### config.mk
export PLATFORM = sky130hd
export DESIGN_NAME = rd_stream_adapter_flat
export DESIGN_NICKNAME = d
export VERILOG_FILES = /design/src/rtl/fifo_pkg.sv /design/src/rtl/rd_stream_adapter_if.sv /design/src/rtl/rd_obuf.sv /design/src/rtl/rd_stream_adapter.sv /design/src/flat_wrapper.sv
export SDC_FILE = /design/constraint.sdc
export NUM_CORES = 1
export LEC_CHECK = 0
export BUFFER_PORTS_ARGS = -buffer_cell sky130_fd_sc_hd__buf_2
export CORE_MARGIN = 8
export CORE_UTILIZATION = 30
export DETAILED_ROUTE_END_ITERATION = 6
export SLEW_MARGIN = 20
export SYNTH_ARGS = -nofsm -noshare
export SYNTH_HDL_FRONTEND = slang
export SYNTH_SLANG_ARGS = --single-unit
### constraint.sdc
create_clock -name i_rclk -period 4.3 [get_ports i_rclk]
set_input_delay 0.645 -clock i_rclk [delete_from_list [all_inputs] [get_ports i_rclk]]
set_output_delay 0.645 -clock i_rclk [all_outputs]
set_load 0.005 [all_outputs]
### src/rtl/fifo_pkg.sv
// Constants and types shared by the asynchronous FIFO blocks.
// f_bits gives the index/counter width needed to hold values 0..n-1.
package fifo_pkg;

  localparam int DATA_WIDTH = 8;
  localparam int PTR_WIDTH  = 4;

  typedef logic [DATA_WIDTH-1:0] rd_word_t;

  function automatic int f_bits(input int n);
    return (n <= 2) ? 1 : $clog2(n);
  endfunction

endpackage

### src/rtl/rd_stream_adapter_if.sv
// Valid/ready word stream from the FIFO read stage to its consumer.
interface rd_stream_adapter_if #(
  parameter int DATA_WIDTH = fifo_pkg::DATA_WIDTH
);

  logic                  m_valid;
  logic [DATA_WIDTH-1:0] m_data;
  logic                  m_ready;

  modport master (output m_valid, output m_data, input m_ready);
  modport slave  (input m_valid, input m_data, output m_ready);

endinterface

### src/rtl/rd_obuf.sv
// Small circular output buffer: push at tail, pop at head, occupancy 0..DEPTH.
// Contents are cleared on reset so the presented word reads 0 while empty.
module rd_obuf
  import fifo_pkg::*;
#(
  parameter int DATA_WIDTH = fifo_pkg::DATA_WIDTH,
  parameter int DEPTH      = 2
) (
  input  logic                         i_clk,
  input  logic                         i_rst_n,
  input  logic                         i_push,
  input  logic [DATA_WIDTH-1:0]        i_push_data,
  input  logic                         i_pop,
  output logic                         o_valid,
  output logic [DATA_WIDTH-1:0]        o_data,
  output logic [f_bits(DEPTH+1)-1:0]   o_occ
);

  localparam int IDX_W = f_bits(DEPTH);
  localparam int OCC_W = f_bits(DEPTH + 1);

  logic [DATA_WIDTH-1:0] r_mem [DEPTH];
  logic [IDX_W-1:0]      r_head;
  logic [IDX_W-1:0]      r_tail;
  logic [OCC_W-1:0]      r_occ;

  // Explicit wrap so depths that are not a power of two stay in range.
  function automatic logic [IDX_W-1:0] f_next(input logic [IDX_W-1:0] idx);
    return (idx == IDX_W'(DEPTH - 1)) ? '0 : idx + IDX_W'(1);
  endfunction

  always_ff @(posedge i_clk) begin
    if (!i_rst_n) begin
      r_head <= '0;
      r_tail <= '0;
      r_occ  <= '0;
      for (int i = 0; i < DEPTH; i++) r_mem[i] <= '0;
    end else begin
      if (i_push) begin
        r_mem[r_tail] <= i_push_data;
        r_tail        <= f_next(r_tail);
      end
      if (i_pop) r_head <= f_next(r_head);
      unique case ({i_push, i_pop})
        2'b10:   r_occ <= r_occ + OCC_W'(1);
        2'b01:   r_occ <= r_occ - OCC_W'(1);
        default: r_occ <= r_occ;
      endcase
    end
  end

  assign o_valid = (r_occ != '0);
  assign o_data  = r_mem[r_head];
  assign o_occ   = r_occ;

  a_no_overflow: assert property (@(posedge i_clk) disable iff (!i_rst_n)
    i_push |-> (r_occ != OCC_W'(DEPTH)));

endmodule

### src/rtl/rd_stream_adapter.sv
// FIFO read-side output stage: issues pops on credit, captures read data one
// cycle later into rd_obuf, and presents it as a valid/ready stream.
module rd_stream_adapter
  import fifo_pkg::*;
#(
  parameter int DATA_WIDTH = fifo_pkg::DATA_WIDTH,
  parameter int OBUF_DEPTH = 2,
  parameter int CNT_WIDTH  = 16
) (
  input  logic                  i_rclk,
  input  logic                  i_r_rst_n,
  input  logic                  i_empty,
  output logic                  o_r_en,
  input  logic [DATA_WIDTH-1:0] i_rdata,
  rd_stream_adapter_if.master   m_stream,
  output logic [CNT_WIDTH-1:0]  o_rd_count
);

  localparam int OCC_W = f_bits(OBUF_DEPTH + 1);
  localparam int UW    = OCC_W + 1;

  logic                  r_inflight;
  logic [CNT_WIDTH-1:0]  r_rd_count;

  logic                  w_valid;
  logic                  w_pop;
  logic                  w_r_en;
  logic [DATA_WIDTH-1:0] w_data;
  logic [OCC_W-1:0]      w_occ;
  logic [UW-1:0]         w_used;
  logic [UW-1:0]         w_limit;

  // occ + inflight - pop < DEPTH, rearranged to avoid unsigned underflow.
  assign w_pop   = w_valid & m_stream.m_ready;
  assign w_used  = UW'(w_occ) + UW'(r_inflight);
  assign w_limit = UW'(OBUF_DEPTH) + UW'(w_pop);
  assign w_r_en  = i_r_rst_n & ~i_empty & (w_used < w_limit);

  always_ff @(posedge i_rclk) begin
    if (!i_r_rst_n) begin
      r_inflight <= 1'b0;
      r_rd_count <= '0;
    end else begin
      r_inflight <= w_r_en;
      r_rd_count <= r_rd_count + CNT_WIDTH'(w_r_en);
    end
  end

  rd_obuf #(
    .DATA_WIDTH (DATA_WIDTH),
    .DEPTH      (OBUF_DEPTH)
  ) u_obuf (
    .i_clk       (i_rclk),
    .i_rst_n     (i_r_rst_n),
    .i_push      (r_inflight),
    .i_push_data (i_rdata),
    .i_pop       (w_pop),
    .o_valid     (w_valid),
    .o_data      (w_data),
    .o_occ       (w_occ)
  );

  assign o_r_en          = w_r_en;
  assign o_rd_count      = r_rd_count;
  assign m_stream.m_valid = w_valid;
  assign m_stream.m_data  = w_data;

endmodule

### src/flat_wrapper.sv
// flat-port wrapper written by rule: the top's interface ports become plain ports
module rd_stream_adapter_flat import fifo_pkg::*;
#(
  parameter int DATA_WIDTH = fifo_pkg::DATA_WIDTH,
  parameter int OBUF_DEPTH = 2,
  parameter int CNT_WIDTH  = 16
)
  (i_rclk, i_r_rst_n, i_empty, o_r_en, i_rdata, o_rd_count, m_stream_m_valid, m_stream_m_data, m_stream_m_ready);
  rd_stream_adapter_if #(.DATA_WIDTH(DATA_WIDTH)) m_stream_i ();
  input  logic i_rclk;
  input  logic i_r_rst_n;
  input  logic i_empty;
  output logic o_r_en;
  input  logic [DATA_WIDTH-1:0] i_rdata;
  output logic [CNT_WIDTH-1:0] o_rd_count;
  output wire logic [$bits(m_stream_i.m_valid)-1:0] m_stream_m_valid;
  output wire logic [$bits(m_stream_i.m_data)-1:0] m_stream_m_data;
  input wire logic [$bits(m_stream_i.m_ready)-1:0] m_stream_m_ready;
  assign m_stream_m_valid = m_stream_i.m_valid;
  assign m_stream_m_data = m_stream_i.m_data;
  assign m_stream_i.m_ready = m_stream_m_ready;
  rd_stream_adapter #(.DATA_WIDTH(DATA_WIDTH), .OBUF_DEPTH(OBUF_DEPTH), .CNT_WIDTH(CNT_WIDTH)) u_core (.i_rclk(i_rclk), .i_r_rst_n(i_r_rst_n), .i_empty(i_empty), .o_r_en(o_r_en), .i_rdata(i_rdata), .m_stream(m_stream_i), .o_rd_count(o_rd_count));
endmodule
* After elaboration in Yosys (flattened, before gate mapping)
Memory sizes are Yosys's and may differ from the RTL's. A register that Yosys moved wholly into a read port is not among the register bits. Cells that the tools add are included.
Storage, ports and cells: bits in registers 21, memory bits (writable) 16, bits of input ports 12, output and inout bits 26, logic and storage cells 35, memories kept 1
Memories:
- u_core.u_obuf.r_mem | depth 2, bits a word 8, read ports 1, clocked after memory_dff 1, wr ports 2, RTL line rd_obuf.sv:22 | logic [DATA_WIDTH-1:0] r_mem [DEPTH];
Operators by class: add/sub/neg operators 7, $lt $le $gt $ge 1, equal/unequal tests 2, multiplexer cells 12, bitwise logic cells 4, reduce and logical (&&, ||, !) cells 3
Operator list (number):
- 16-bit by 1-bit adder with 16-bit output | 1
- 1-bit two-way mux | 10
- 8-bit two-way mux | 1
- 8-bit OR reduction | 1
- 2-bit case mux with 2 select lines | 1
- 2-bit nonzero test | 2
- 2-bit by 1-bit adder with 3-bit output | 1
- 2-bit by 1-bit adder with 3-bit output, first input constant | 1
- 1-bit bitwise AND | 3
- 3-bit less-than comparator | 1
- 1-bit adder, second input constant | 2
- 2-bit by 1-bit adder with 2-bit output, second input constant | 1
- 2-bit by 1-bit equality test with 1-bit output, second input constant | 1
- 2-bit equality test, second input constant | 1
- 2-bit by 1-bit subtractor with 2-bit output, second input constant | 1
- 1-bit inverter | 1

* Logic depth before layout (Yosys ltp)
Gate-level depths: netlist of run 1.
word-level depth 6, gate-level depth with buffers 9, depth with buffers taken out 9

* Cells and area by module
Synthesis of run 1 repeated with hierarchy kept, for this count alone.
Second synthesis, totals: cell total of the unflattened synthesis 162, area total of the unflattened synthesis 1702.9 µm²
Modules (own cells, without submodules):
- rd_obuf | instances 1, cells each 74, area each 889.6 µm², sequential area each 580.6 µm²
- rd_stream_adapter | instances 1, cells each 88, area each 813.3 µm², sequential area each 340.3 µm²

* Worst setup path after synthesis of run 1
OpenSTA, ideal clock, no wires.
path type input to register, start input port m_stream_m_ready, end register u_core.r_rd_count[12] (netlist: u_core.o_rd_count[12]), library setup time 72 ps, data arrival time 2610 ps, required time 4228 ps, setup slack 1618 ps, stages 8, path buffers 0, cells stage by stage o21ai_0 > o21ai_0 > nor4b_1 > ha_1 > ha_1 > nand4_2 > or4_1 > a21oi_1
Between the ends: longest elaborated chain between the ends 5
RTL lines:
- from (decl) | RTL line flat_wrapper.sv:18 | input wire logic [$bits(m_stream_i.m_ready)-1:0] m_stream_m_ready;
- 1-bit bitwise AND | RTL line rd_stream_adapter.sv:34 | assign w_pop = w_valid & m_stream.m_ready;
- 2-bit by 1-bit adder with 3-bit output | RTL line rd_stream_adapter.sv:36 | assign w_limit = UW'(OBUF_DEPTH) + UW'(w_pop);
- 3-bit less-than comparator | RTL line rd_stream_adapter.sv:37 | assign w_r_en = i_r_rst_n & ~i_empty & (w_used < w_limit);
- 1-bit bitwise AND | RTL line rd_stream_adapter.sv:37
- via o_r_en | RTL line flat_wrapper.sv:13 | output logic o_r_en;
- 16-bit by 1-bit adder with 16-bit output | RTL line rd_stream_adapter.sv:45 | r_rd_count <= r_rd_count + CNT_WIDTH'(w_r_en);
- to (signal assigned) | RTL line rd_stream_adapter.sv:45
- to (decl) | RTL line rd_stream_adapter.sv:23 | logic [CNT_WIDTH-1:0] r_rd_count;
The timed path passes the listed nets, and every way through them passes these cells. A chain may end at the register's enable or synchronous reset.

* Worst setup path after layout of run 1
start register u_core.u_obuf.r_occ[0] (netlist: u_core.u_obuf.o_occ[0]), end register u_core.r_rd_count[12] (netlist: u_core.o_rd_count[12])
Between the ends: longest elaborated chain between the ends 6, elaborated cells between the ends (all ways) 7, classes of those cells 3 x add/sub; 1 x order compare; 2 x bitwise; 1 x reduce/logical
RTL lines:
- from (decl) | RTL line rd_obuf.sv:25 | logic [OCC_W-1:0] r_occ;
- from (signal assigned) | RTL line rd_obuf.sv:45 | 2'b10: r_occ <= r_occ + OCC_W'(1);
- from (signal assigned) | RTL line rd_obuf.sv:46 | 2'b01: r_occ <= r_occ - OCC_W'(1);
- from (signal assigned) | RTL line rd_obuf.sv:47 | default: r_occ <= r_occ;
- 2-bit nonzero test | RTL line rd_obuf.sv:52 | assign o_valid = (r_occ != '0);
- 1-bit bitwise AND | RTL line rd_stream_adapter.sv:34
- 2-bit by 1-bit adder with 3-bit output | RTL line rd_stream_adapter.sv:36
- 3-bit less-than comparator (*) | RTL line rd_stream_adapter.sv:37
- 1-bit bitwise AND (*) | RTL line rd_stream_adapter.sv:37
- 16-bit by 1-bit adder with 16-bit output (*) | RTL line rd_stream_adapter.sv:45
Every way passes the cells marked *; elsewhere a longest branch is shown, timed or not.

==> out/results.ini, run 1 <==
[flow_run]
maxCapViolations=0

[drt]
ant_nets=0
drtIter0Drc=47
vias=1235
drtPass1Iterations=4
routed_wl_um=3520
drcViolationCount=0
vias_per_cell=4.56
avgRoutedWirePerCell_um=13.0

[hold_path]
hp-class=register to register
hold_depth=2
worstHoldEndpoint=u_core.o_rd_count[15]
hp-start=u_core.o_rd_count[15]

[yosys]
syn_area_um2=1700
yosysWarnings=0
synthDistinctLibCells=28
syn_inst=156
synth_nets=174
synth_seq_cells=38
avgSynthCellArea_um2=10.9
yosysSeqAreaShare=0.541

[timing]
post-route-period-util=0.643
fin_worst_skew_ns=0.00294
period_minus_slack_ns=2.76
setup_viol=0
grt_setup_unrepaired=false
finalMaxSlewViolations=0
tns_ns=0
worstMarginPinSlew_ns=0.761
hold_viol=0
max_freq_mhz=362
relSlewSlack=0.489

[critical_path]
cp.required_ns=4.52
rrSetupSlack_ns=1.54
r2r_start=u_core.u_obuf.o_occ[0]
path_depth=9
critPathMaxFanout=7
path_cells=ha_1 > ha_1 > o21ai_0 > nor4b_1 > ha_1 > ha_1 > nand4_2 > or4_1 > a21oi_1
cpMostUsedCell=ha_1
max_stage_delay_ns=0.53
endpoint_kind=register
crit_arrival_ns=2.98
start_kind=register
cp.buffers_inverters=0
crit_type=register to register
r2r_end=u_core.o_rd_count[12]
r2r_cells=9
path_delay_family=simple AND/OR/NAND/NOR gates
cp_slowest_cell=or4_1

[die]
rows=27
core-area_um2=5510
start_util=0.309
dieArea_um2=8340
die_h_um=91.3
die_x_um=91.3
pin_count=38

[place]
port_buffers=37
gp_congestion=0.795
detailed_place_hpwl_um=2570
place_area_um2=1980

[clock_network]
cts_root_buf=clkbuf_8
ctsResizeCount=0
cts.clk_slew.worst_paths_ns=0.08
post_cts_buffers=0
hold_buffers=0
cts_tree=built
tritoncts.num_buffers=5
clock_path_buffers=2
insertion_delay_ns=0.29
cts_max_level=2
clock-sinks=38

[global_routing]
grt_pass1_vias=1211
grt_max_degree=19
grtUsageTotal=0.0858
grt_pass1_wl_um=5770
antenna_found_initial=0
grt_overflow_total=0

[power]
leakagePower_nw=0.856
power_frac_seq=0.496
p_clk_frac=0.336
p_int_mw=0.665
power.share.combinational=0.168
netSwitchingPower_mw=0.221
switching_share=0.250
ir_worst_vdd_uv=165
power_density_nw_per_um2=425

[finish]
final_area_um2=2090
multiInputGateArea_um2=743
antenna_cells=0
nets=216
drive_gt1_frac=0.286
syn2layout_area_growth_pct=22.6
fill_cells=572
area.sequential_um2=921

[status]
status=completed

[worst register-to-register path, stage by stage (launching register included)]
cell and delay, ns:
dfxtp_1 0.36, ha_1 0.22, ha_1 0.26, o21ai_0 0.10, nor4b_1 0.36, ha_1 0.31
ha_1 0.22, nand4_2 0.18, or4_1 0.53, a21oi_1 0.15
[kinds of logic (layout without fill, tap and decap cells)]
logic type	after synthesis	count (layout)	share of synthesized area
compound gates	21	21	0.0691
simple gates	63	63	0.217
flops	38	38	0.541
mux	11	11	0.0706
xor+xnor	7	7	0.0360
buf+inv	10	53	0.0221
fa+ha+maj	6	6	0.0441
[routing by layer]
metal | GRT usage | vias up | routed length, um
met2 | 0.138 | 22 | 1720
met1 | 0.100 | 565 | 1580
li1 | - | 642 | -
met3 | 0.0272 | 6 | 153
met4 | 0.0450 | 0 | 68
met5 | 0 | - | 0
[how the worst max path moves through the flow]
stage	from	to
CTS	u_core.u_obuf.o_occ[0]	u_core.o_rd_count[12]
finish	u_core.u_obuf.o_occ[0]	u_core.o_rd_count[12]
floorplan	m_stream_m_ready	u_core.o_rd_count[12]
global placement	m_stream_m_ready	u_core.o_rd_count[12]
detailed placement	m_stream_m_ready	u_core.o_rd_count[12]
global route	u_core.u_obuf.o_occ[0]	u_core.o_rd_count[12]
[power groups by stage]
stage	logic [mW]	clock network, mW	registers, mW
4_1_cts	0.154	0.306	0.442
3_5_place_dp	0.153	0	0.450
3_3_place_gp	0.151	0	0.449
5_1_grt	0.168	0.319	0.448
2_1_floorplan	0.106	0	0.434
6_report	0.149	0.297	0.440
[state kept, by name, indices dropped and copies added (netlist names), named ones only]
name,flops
u_core.u_obuf.r_mem,16
u_core.o_rd_count,16
u_core.r_inflight,1
u_core.u_obuf.r_tail,1
u_core.u_obuf.r_head,1
u_core.u_obuf.o_occ,2
[metrics by stage]
step	utilization	setup slack [ns]	power [mW]	hold WS, ns	cells
after floorplan	-	1.62	0.541	0.459	156
after global placement	0.359	1.49	0.601	0.452	263
final	0.379	1.54	0.886	0.468	271
after CTS	0.379	1.51	0.902	0.474	271
after detailed placement	0.359	1.37	0.603	0.454	263
after global routing	0.379	1.30	0.935	0.509	271
[cell type report]
| class | count | area share |
|---|---|---|
| timing repair buffer | 39 | 0.0960 |
| sequential | 38 | 0.442 |
| multi-input combinational | 108 | 0.356 |
| clock buffer | 5 | 0.0330 |
| inverter | 6 | 0.0108 |
| clock inverter | 3 | 0.0192 |
| tap | 72 | 0.0432 |
[cell usage after synthesis]
master	number	area [um2]
dfxtp_1	22	440
and2_1	18	113
edfxtp_1	16	480
a21oi_1	9	45.0
mux2_2	8	90.1
nand3_1	7	35.0
nor2_1	7	26.3
o21ai_0	7	35.0
ha_1	6	75.1
nand2_1	6	22.5
inv_1	5	18.8
o31ai_1	5	37.5
or4_1	5	37.5
nand2b_1	4	25.0
or3_1	4	25.0
xor2_1	4	35.0
clkbuf_1	3	11.3
mux2i_1	3	30.0
nand4_1	3	18.8
nor4_1	3	18.8
xnor2_1	3	26.3
nor4b_1	2	17.5
and3_1	1	6.26
buf_1	1	3.75
clkinv_1	1	3.75
nand4_2	1	12.5
nor3_1	1	5.00
or2_2	1	6.26
[placed cells by master (no fill, tap or decap), types with 2 or more instances in the layout]
cell / count
buf_2: 37
dfxtp_1: 22
and2_1: 18
edfxtp_1: 16
a21oi_1: 9
mux2_2: 8
o21ai_0: 7
nor2_1: 7
nand3_1: 7
nand2_1: 6
ha_1: 6
inv_1: 5
o31ai_1: 5
or4_1: 5
clkbuf_8: 5
nand2b_1: 4
xor2_1: 4
or3_1: 4
xnor2_1: 3
nand4_1: 3
nor4_1: 3
mux2i_1: 3
nor4b_1: 2
clkinv_2: 2
buf_4: 2
Power figures use the tool's default switching activity.
==> inputs of run 2 (changes only) <==
==> constraint.sdc (replaced) <==
create_clock -name i_rclk -period 2.8 [get_ports i_rclk]
set_input_delay 0.42 -clock i_rclk [delete_from_list [all_inputs] [get_ports i_rclk]]
set_output_delay 0.42 -clock i_rclk [all_outputs]
set_load 0.005 [all_outputs]
==> run 2 against run 1 <==
Against the previous run:
- critical path depth unchanged
- worst setup slack got worse by 1.3 ns
- sequential cell count unchanged
- clock-buffer cell count unchanged
- cell count rose by 0.74%
- utilization up 0.59 points
- non-clock buffer count grew 2
- die area unchanged
- routed wire length grew 3.7%
- clock skew increased by 0.0011 ns
- combinational power grew 62%
- hold slack lost 0.12 ns
- largest cell class unchanged
- largest power group unchanged
==> out/results.ini, run 2 (synthesis gave the netlist of run 1 again) <==
[status]
status=completed

[drt]
vias_per_cell=4.59
routed_wl_um=3650
ant_nets=0
drtIter0Drc=57
avgRoutedWirePerCell_um=13.4
vias=1254
drtPass1Iterations=4
drcViolationCount=0

[die]
core-area_um2=5510
die_h_um=91.3
pin_count=38
start_util=0.309
die_x_um=91.3
rows=27
dieArea_um2=8340

[timing]
grt_setup_unrepaired=false
worstMarginPinSlew_ns=0.844
fin_worst_skew_ns=0.00400
setup_viol=0
hold_viol=0
tns_ns=0
post-route-period-util=0.925
relSlewSlack=0.433
max_freq_mhz=386
fin_ws_ns=0.210
period_minus_slack_ns=2.59
finalMaxSlewViolations=0

[finish]
syn2layout_area_growth_pct=24.5
multiInputGateArea_um2=761
drive_gt1_frac=0.303
fill_cells=557
final_cell_mix=37 x buf_2, 22 x dfxtp_1, 18 x and2_1, 16 x edfxtp_1, 9 x a21oi_1
nets=218
area.sequential_um2=921
antenna_cells=0
final_area_um2=2120
final_common_cell=buf_2

[global_routing]
grt_pass1_vias=1234
grtUsageTotal=0.0897
grt_max_degree=19
grt_pass1_wl_um=6100
antenna_found_initial=0
grt_overflow_total=0

[clock_network]
hold_buffers=0
clock_path_buffers=2
cts_max_level=2
insertion_delay_ns=0.29
clock-sinks=38
cts_tree=built
cts.clk_slew.worst_paths_ns=0.08
tritoncts.num_buffers=5
cts_root_buf=clkbuf_8

[place]
dp_slack_ns=0.0202
port_buffers=37
detailed_place_hpwl_um=2710
place_area_um2=1980
gp_congestion=0.809

[critical_path]
crit_arrival_ns=2.81
endpoint_kind=register
cp.required_ns=3.02
critPathMaxFanout=7
start_kind=register
crit_type=register to register

[power]
ir_worst_vdd_uv=331
power_density_nw_per_um2=649
leakagePower_nw=0.875

[hold_path]
hp-class=input port to register

[flow_run]
maxCapViolations=0

run 2: cell types whose count changed in the layout (fill, tap and decap cells not counted):
| cell | change |
|---|---|
| buf_4 | +2 |
| ha_2 | +1 |
| ha_1 | -1 |
| nor4b_1 | -1 |
| nor4b_4 | +1 |
run 2: stage by stage:
stage	power, mW	hold WS, ns	instances	util
global placement	0.922	0.451	264	0.360
floorplan	0.830	0.459	156	-
finish	1.37	0.347	273	0.385
CTS	1.39	0.299	272	0.380
global route	1.45	0.347	273	0.385
detailed placement	0.926	0.469	264	0.360
run 2: final cells by class:
| cell class | count | share of cell area |
|---|---|---|
| multi-input combinational | 108 | 0.359 |
| tap | 72 | 0.0425 |
| clock inverter | 3 | 0.0189 |
| clock buffer | 5 | 0.0325 |
| inverter | 6 | 0.0106 |
| timing repair buffer | 41 | 0.102 |
| sequential | 38 | 0.435 |
run 2: where the power goes:
part | switching (mW) | internal [mW] | total (mW)
clock network | 0.195 | 0.262 | 0.457
logic | 0.105 | 0.136 | 0.241
registers | 0.0454 | 0.631 | 0.677
total | 0.344 | 1.03 | 1.37
run 2: worst max-delay path: stages, from the launching register on:
cell	delay (ns)
dfxtp_1	0.36
ha_1	0.22
ha_1	0.26
o21ai_0	0.10
nor4b_4	0.27
ha_2	0.27
ha_1	0.20
nand4_2	0.18
or4_1	0.53
a21oi_1	0.14
run 2: final timing paths:
kind                               start                     to  slack, ns  cells after the start
setup / recovery  u_core.u_obuf.o_occ[0]  u_core.o_rd_count[12]       0.21                      9
hold / removal                   i_empty      u_core.r_inflight       0.35                      2
setup reg to reg  u_core.u_obuf.o_occ[0]  u_core.o_rd_count[12]       0.21                      9
hold reg to reg    u_core.o_rd_count[15]  u_core.o_rd_count[15]       0.48                      2
run 2: routing by layer:
metal / vias to the layer above / global-route usage / part of all wire
li1: 653 / - / -
met1: 573 / 0.107 / 0.47
met2: 22 / 0.138 / 0.46
met3: 6 / 0.0313 / 0.042
met4: 0 / 0.0491 / 0.020
met5: - / 0 / 0
run 2: repair_timing:
action,CTS,global route
setup buffers,0,1
gates resized for setup,0,3
endpoints found under the hold margin,0,0
endpoints found under the setup margin,0,9
